--- src/rtl/multicycle_ctrl.sv ---
// Multicycle MIPS control FSM: sequences FETCH/DECODE/execute/memory/writeback states.
// Optional macro MULT_ITER_EN: MULT waits MULT_CYCLES cycles before the HI/LO write.
module multicycle_ctrl #(
  parameter int ALUOP_W     = 4,
  parameter int MULT_CYCLES = 32
) (
  input  logic               clk,
  input  logic               reset,
  input  logic [5:0]         op,
  input  logic [5:0]         funct,
  input  logic               mem_ready,
  output logic               pcwrite,
  output logic               branch,
  output logic               ne,
  output logic               irwrite,
  output logic               iord,
  output logic [1:0]         memwrite,
  output logic               memtoreg,
  output logic               regdst,
  output logic               regwrite,
  output logic               alusrca,
  output logic [1:0]         alusrcb,
  output logic [1:0]         pcsrc,
  output logic [ALUOP_W-1:0] aluop,
  output logic               half,
  output logic               b,
  output logic               lbu,
  output logic               link,
  output logic               jr,
  output logic               spregwrite,
  output logic               busy,
  output logic               illegal
);

  typedef enum logic [3:0] {
    S_FETCH, S_DECODE, S_MEMADR, S_MEMRD, S_MEMWB, S_MEMWR, S_EXECUTE,
    S_ALUWB, S_IMMEX, S_IMMWB, S_BRANCH, S_JUMP, S_JR, S_MULT
  } state_t;

  typedef enum logic [4:0] {
    C_NONE, C_LW, C_LH, C_LB, C_LBU, C_SW, C_SH, C_SB, C_RTYPE, C_JR, C_MULT,
    C_ADDI, C_ORI, C_ANDI, C_XORI, C_LUI, C_SLTI, C_BEQ, C_BNE, C_BLEZ, C_J, C_JAL, C_ILL
  } cls_t;

  localparam logic [ALUOP_W-1:0] ALU_ADD  = ALUOP_W'(4'b0000);
  localparam logic [ALUOP_W-1:0] ALU_SUB  = ALUOP_W'(4'b0001);
  localparam logic [ALUOP_W-1:0] ALU_BLEZ = ALUOP_W'(4'b0010);
  localparam logic [ALUOP_W-1:0] ALU_OR   = ALUOP_W'(4'b0011);
  localparam logic [ALUOP_W-1:0] ALU_LUI  = ALUOP_W'(4'b0100);
  localparam logic [ALUOP_W-1:0] ALU_XOR  = ALUOP_W'(4'b0101);
  localparam logic [ALUOP_W-1:0] ALU_SLT  = ALUOP_W'(4'b0110);
  localparam logic [ALUOP_W-1:0] ALU_AND  = ALUOP_W'(4'b0111);
  localparam logic [ALUOP_W-1:0] ALU_FN   = ALUOP_W'(4'b1111);

  if (MULT_CYCLES < 1) begin : g_bad_mult_cycles
    $error("MULT_CYCLES must be at least 1");
  end

  function automatic cls_t classify(input logic [5:0] op_v, input logic [5:0] funct_v);
    cls_t c;
    case (op_v)
      6'b100011: c = C_LW;
      6'b100001: c = C_LH;
      6'b100000: c = C_LB;
      6'b100100: c = C_LBU;
      6'b101011: c = C_SW;
      6'b101001: c = C_SH;
      6'b101000: c = C_SB;
      6'b001000: c = C_ADDI;
      6'b001101: c = C_ORI;
      6'b001100: c = C_ANDI;
      6'b001110: c = C_XORI;
      6'b001111: c = C_LUI;
      6'b001010: c = C_SLTI;
      6'b000100: c = C_BEQ;
      6'b000101: c = C_BNE;
      6'b000110: c = C_BLEZ;
      6'b000010: c = C_J;
      6'b000011: c = C_JAL;
      6'b000000: begin
        if (funct_v == 6'b001000)      c = C_JR;
        else if (funct_v == 6'b011000) c = C_MULT;
        else                           c = C_RTYPE;
      end
      default:   c = C_ILL;
    endcase
    return c;
  endfunction

  state_t state_q, state_d;
  cls_t   class_q, class_d, dec_cls;

`ifdef MULT_ITER_EN
  localparam int CNT_W = $clog2(MULT_CYCLES + 1);
  logic [CNT_W-1:0] cnt_q, cnt_d;
`endif

  assign dec_cls = classify(op, funct);

  // Next-state logic; the instruction class is captured only while in DECODE.
  always_comb begin
    state_d = state_q;
    class_d = class_q;
`ifdef MULT_ITER_EN
    cnt_d   = cnt_q;
`endif
    case (state_q)
      S_FETCH:   if (mem_ready) state_d = S_DECODE; else state_d = S_FETCH;
      S_DECODE: begin
        class_d = dec_cls;
        case (dec_cls)
          C_LW, C_LH, C_LB, C_LBU, C_SW, C_SH, C_SB:      state_d = S_MEMADR;
          C_JR:                                           state_d = S_JR;
          C_MULT: begin
            state_d = S_MULT;
`ifdef MULT_ITER_EN
            cnt_d   = CNT_W'(MULT_CYCLES - 1);
`endif
          end
          C_RTYPE:                                        state_d = S_EXECUTE;
          C_ADDI, C_ORI, C_ANDI, C_XORI, C_LUI, C_SLTI:   state_d = S_IMMEX;
          C_BEQ, C_BNE, C_BLEZ:                           state_d = S_BRANCH;
          C_J, C_JAL:                                     state_d = S_JUMP;
          default:                                        state_d = S_FETCH;
        endcase
      end
      S_MEMADR: begin
        if (class_q == C_LW || class_q == C_LH || class_q == C_LB || class_q == C_LBU)
          state_d = S_MEMRD;
        else
          state_d = S_MEMWR;
      end
      S_MEMRD:   if (mem_ready) state_d = S_MEMWB; else state_d = S_MEMRD;
      S_MEMWR:   if (mem_ready) state_d = S_FETCH; else state_d = S_MEMWR;
      S_EXECUTE: state_d = S_ALUWB;
      S_IMMEX:   state_d = S_IMMWB;
      S_MULT: begin
`ifdef MULT_ITER_EN
        if (cnt_q == '0) state_d = S_FETCH;
        else             cnt_d   = cnt_q - CNT_W'(1);
`else
        state_d = S_FETCH;
`endif
      end
      default:   state_d = S_FETCH;
    endcase
  end

  // State, class and multiply counter registers with synchronous reset.
  always_ff @(posedge clk) begin
    if (reset) begin
      state_q <= S_FETCH;
      class_q <= C_NONE;
`ifdef MULT_ITER_EN
      cnt_q   <= '0;
`endif
    end else begin
      state_q <= state_d;
      class_q <= class_d;
`ifdef MULT_ITER_EN
      cnt_q   <= cnt_d;
`endif
    end
  end

  logic       pcwrite_s, irwrite_s, regwrite_s, spregwrite_s, illegal_s;
  logic [1:0] memwrite_s;

  // Per-state output decode; write strobes are gated by reset afterwards.
  always_comb begin
    pcwrite_s = 1'b0; branch = 1'b0; ne = 1'b0; irwrite_s = 1'b0; iord = 1'b0;
    memwrite_s = 2'b00; memtoreg = 1'b0; regdst = 1'b0; regwrite_s = 1'b0;
    alusrca = 1'b0; alusrcb = 2'b00; pcsrc = 2'b00; aluop = ALU_ADD;
    half = 1'b0; b = 1'b0; lbu = 1'b0; link = 1'b0; jr = 1'b0;
    spregwrite_s = 1'b0; illegal_s = 1'b0;
    case (state_q)
      S_FETCH: begin
        alusrcb   = 2'b01;
        irwrite_s = mem_ready;
        pcwrite_s = mem_ready;
      end
      S_DECODE: begin
        alusrcb   = 2'b11;
        illegal_s = (dec_cls == C_ILL);
      end
      S_MEMADR:  begin alusrca = 1'b1; alusrcb = 2'b10; end
      S_MEMRD:   iord = 1'b1;
      S_MEMWB: begin
        memtoreg   = 1'b1;
        regwrite_s = 1'b1;
        half       = (class_q == C_LH) || (class_q == C_LB);
        b          = (class_q == C_LB);
        lbu        = (class_q == C_LBU);
      end
      S_MEMWR: begin
        iord = 1'b1;
        case (class_q)
          C_SW:    memwrite_s = 2'b01;
          C_SH:    memwrite_s = 2'b10;
          C_SB:    memwrite_s = 2'b11;
          default: memwrite_s = 2'b00;
        endcase
      end
      S_EXECUTE: begin alusrca = 1'b1; aluop = ALU_FN; end
      S_ALUWB:   begin regdst = 1'b1; regwrite_s = 1'b1; end
      S_IMMEX: begin
        alusrca = 1'b1;
        alusrcb = 2'b10;
        case (class_q)
          C_ORI:   aluop = ALU_OR;
          C_ANDI:  aluop = ALU_AND;
          C_XORI:  aluop = ALU_XOR;
          C_LUI:   aluop = ALU_LUI;
          C_SLTI:  aluop = ALU_SLT;
          default: aluop = ALU_ADD;
        endcase
      end
      S_IMMWB:   regwrite_s = 1'b1;
      S_BRANCH: begin
        alusrca = 1'b1;
        branch  = 1'b1;
        pcsrc   = 2'b01;
        aluop   = (class_q == C_BLEZ) ? ALU_BLEZ : ALU_SUB;
        ne      = (class_q == C_BNE);
      end
      S_JUMP: begin
        pcwrite_s  = 1'b1;
        pcsrc      = 2'b10;
        link       = (class_q == C_JAL);
        regwrite_s = (class_q == C_JAL);
      end
      S_JR:      begin pcwrite_s = 1'b1; pcsrc = 2'b11; jr = 1'b1; end
      S_MULT: begin
        alusrca = 1'b1;
        aluop   = ALU_FN;
`ifdef MULT_ITER_EN
        spregwrite_s = (cnt_q == '0);
`else
        spregwrite_s = 1'b1;
`endif
      end
      default: pcwrite_s = 1'b0;
    endcase
  end

  assign pcwrite    = pcwrite_s    & ~reset;
  assign irwrite    = irwrite_s    & ~reset;
  assign regwrite   = regwrite_s   & ~reset;
  assign spregwrite = spregwrite_s & ~reset;
  assign illegal    = illegal_s    & ~reset;
  assign memwrite   = reset ? 2'b00 : memwrite_s;
  assign busy       = (state_q != S_FETCH);

endmodule

--- config.mk ---
export PLATFORM = sky130hd
export DESIGN_NAME = multicycle_ctrl
export DESIGN_NICKNAME = d
export VERILOG_FILES = /design/src/rtl/multicycle_ctrl.sv
export SDC_FILE = /design/constraint.sdc
export NUM_CORES = 1
export LEC_CHECK = 0
export CORE_UTILIZATION = 46
export CTS_CLUSTER_DIAMETER = 80
export DETAILED_ROUTE_END_ITERATION = 8
export HOLD_SLACK_MARGIN = 0.03
export PLACE_DENSITY = 0.89
export RECOVER_POWER = 25
export SLEW_MARGIN = 15
export SYNTH_ARGS = -nofsm -noshare
export SYNTH_HDL_FRONTEND = slang
export SYNTH_SLANG_ARGS = --single-unit
--- constraint.sdc ---
create_clock -name clk -period 2.1 [get_ports clk]
set_input_delay 0.42 -clock clk [delete_from_list [all_inputs] [get_ports clk]]
set_output_delay 0.42 -clock clk [all_outputs]
set_load 0.02 [all_outputs]
==> impl_metrics.yaml <==
outcome:
  status: "finished with violations"
  violations: "setup timing"
timing:
  drv_slew: 0
  tns_ns: -0.0588
  min_period_over_period: 1.02
  hold_viol_final: 0
  tightest_slew_ns: 0.691
  hold_slack_ns: 0.601
  rsz0062_at_grt: "yes"
  timing.final.ws_setup_ns: -0.0317
  layout_min_cycle_time_ns: 2.13
  relSlewSlack: 0.533
  finalSetupViolCount: 2
  fin_skew_ns: 0.0106
  max_freq_ghz: 0.469
critical_path:
  start_kind: "input port"
  timing.reg2reg.setup_slack_ns: 0.14
  crit_type: "in2reg"
  crit_fanout: 8
  arrival_ns: 2.26
  crit_path_max_incr_delay_ns: 0.33
  path_cells: "dlygate4sd2_1, buf_4, nor4bb_1, a31oi_1, nand4b_1, o21ai_2, buf_4, o31ai_1, a31oi_1"
  cp_slowest_cell: "nor4bb_1"
  endpoint_kind: "register"
  required_ns: 2.23
clock_tree:
  numCtsBuffers: 3
  clock_path_buffers: 2
  clock_sinks: 9
  insertion_delay_ns: 0.27
  clock_tree.root_cell: "clkbuf_4"
  clk_pin_slew_ns: 0.07
  cts_tree: "done"
  cts_htree_levels: 1
pwr:
  leakage_nw: 1.04
  p_seq_frac: 0.234
  power.switching_mw: 0.378
  swShare: 0.434
  pwr-share-comb: 0.600
  power.share.clock: 0.166
  internal_power_mw: 0.494
  power_density_nw_per_um2: 389
  vdd_drop_max_uv: 342
cells_and_area:
  fill_cells: 137
  areaGrowthSynthToFinish_pct: 73.5
  antenna_cells: 0
  nets: 308
  multi_input_area_um2: 1130
  register_area_um2: 185
  final_util: 0.873
  drive_gt1_frac: 0.390
route:
  vias: 2053
  firstDrtPassIters: 5
  drtIter0Drc: 128
  wl_per_cell_um: 19.3
  antenna_left: 0
  post-route-drc-count: 0
  via_per_inst: 6.38
  drt-total-wl_mm: 6.21
synthesis:
  netlist_top_cells_area: "dfxtp_1 (14%), nor2_1 (9.6%), o21ai_0 (5.0%)"
  synth_seq_cells: 9
  yosysMostFrequentCell: "nor2_1"
  syn-cell-area_um2: 1290
  synth.avg_cell_area_um2: 6.59
  synth-seq-area-share: 0.140
  synth_largest_area_cell: "dfxtp_1"
  synth_edf_count: 0
  synth-main-ff-cell: "dfxtp_1"
  synth_top_area_share: 0.140
  synth_cells: 196
  async_flop_share: 0
  synth_common_cells: "nor2_1 (33), nand2_1 (16), o21ai_0 (13), clkbuf_1 (11), nor3_1 (10)"
  ys_types: 51
  synth_warnings: 0
  synth_nets: 211
placed_design:
  hpwl_mm: 3.67
  place_congestion: 0.954
  io_buffers: 41
grt:
  grt_usage: 0.365
  antenna_found_initial: 0
  grt_start_max_net_pins: 12
  grt_pass1_vias: 1748
  grt_pass1_wl_mm: 7.85
  grt-ovfl-total: 0
floorplan:
  die_x_um: 55.0
  rows: 18
  die_height_um: 55.0
  coreArea_um2: 2570
  initial_core_util: 0.503
  io_pins: 42
  die_area_um2: 3020
worst_hold_path:
  hp-class: "reg2reg"
run:
  maxCapViolCount: 0
## stage by stage
step	setup WS [ns]	instances	cell area [um2]	total power, mW
2_1_floorplan	-0.0139	196	1300	0.445
3_3_place_gp	-0.614	311	2120	0.648
3_5_place_dp	-0.650	311	2120	0.666
4_1_cts	-0.0351	315	2190	0.802
5_1_grt	-0.107	322	2240	0.907
6_report	-0.0317	322	2240	0.872
## registers in the layout (all words and copies together), names as in the netlist
signal   count
class_q      5
state_q      4
## layout make-up
class,count,area share
tap,30,0.0168
sequential,9,0.0826
multi-input combinational,166,0.506
clock buffer,4,0.0117
inverter,6,0.0101
timing repair buffer,107,0.372
## path summary, 6_finish.rpt
path	from	to	cells past startpoint
worst min-delay path	class_q[0]$_SDFFE_PP0P_	class_q[0]$_SDFFE_PP0P_	2
worst min register to register	class_q[0]$_SDFFE_PP0P_	class_q[0]$_SDFFE_PP0P_	2
worst max register to register	class_q[0]$_SDFFE_PP0P_	state_q[2]$_SDFF_PP0_	7
worst max-delay path	op[5]	state_q[3]$_SDFF_PP0_	9
## layer usage
layer | vias to the layer above | global-route usage | part of all wire
li1 | 914 | - | -
met3 | 42 | 0.0874 | 0.11
met5 | - | 0 | 0
met4 | 0 | 0.154 | 0.047
met2 | 163 | 0.620 | 0.47
met1 | 934 | 0.433 | 0.38
## placed cells by master, fill, tap and decap left out, types with 5 or more instances in the layout
cell type        Yosys  routed
a21oi_1              8       7
dlygate4sd2_1        0      15
buf_2                2       5
inv_1                6       6
buf_4                1      60
dfxtp_1              9       7
nor2_1              33      27
nand2b_1             8       6
o21ai_0             13      11
nand2_1             16      16
nor3_1              10       9
a211oi_1             6       5
clkdlybuf4s50_1      0       7
clkbuf_2             0       7
buf_6                1       5
and2_1               6       5
## power groups by stage
stage / Clock [mW] / Sequential (mW) / Combinational (mW)
after floorplan: 0 / 0.203 / 0.242
after global placement: 0 / 0.202 / 0.446
after detailed placement: 0 / 0.204 / 0.462
after CTS: 0.136 / 0.201 / 0.464
after global routing: 0.149 / 0.205 / 0.553
final: 0.145 / 0.204 / 0.523
## logic make-up after synthesis
logic type,count (synthesis),share of synthesized area
simple gates,103,0.429
mux,2,0.0155
flops,9,0.140
compound gates,58,0.324
buf+inv,21,0.0717
xor+xnor,3,0.0204
## critical path: cells and delay by family
family	cells	cell delay, ns
buffers and inverters	3	0.63
AOI/OAI and AO/OA	4	0.68
and+or+nand+nor	2	0.54
## repair_timing
item | in CTS | in global routing
setup buffers | 0 | 7
pin swaps | 4 | 3
hold buffers | 0 | 0
resized for setup | 76 | 38
endpoints found under the setup margin | 33 | 24
No activity file was read; power rests on OpenSTA's default activity.
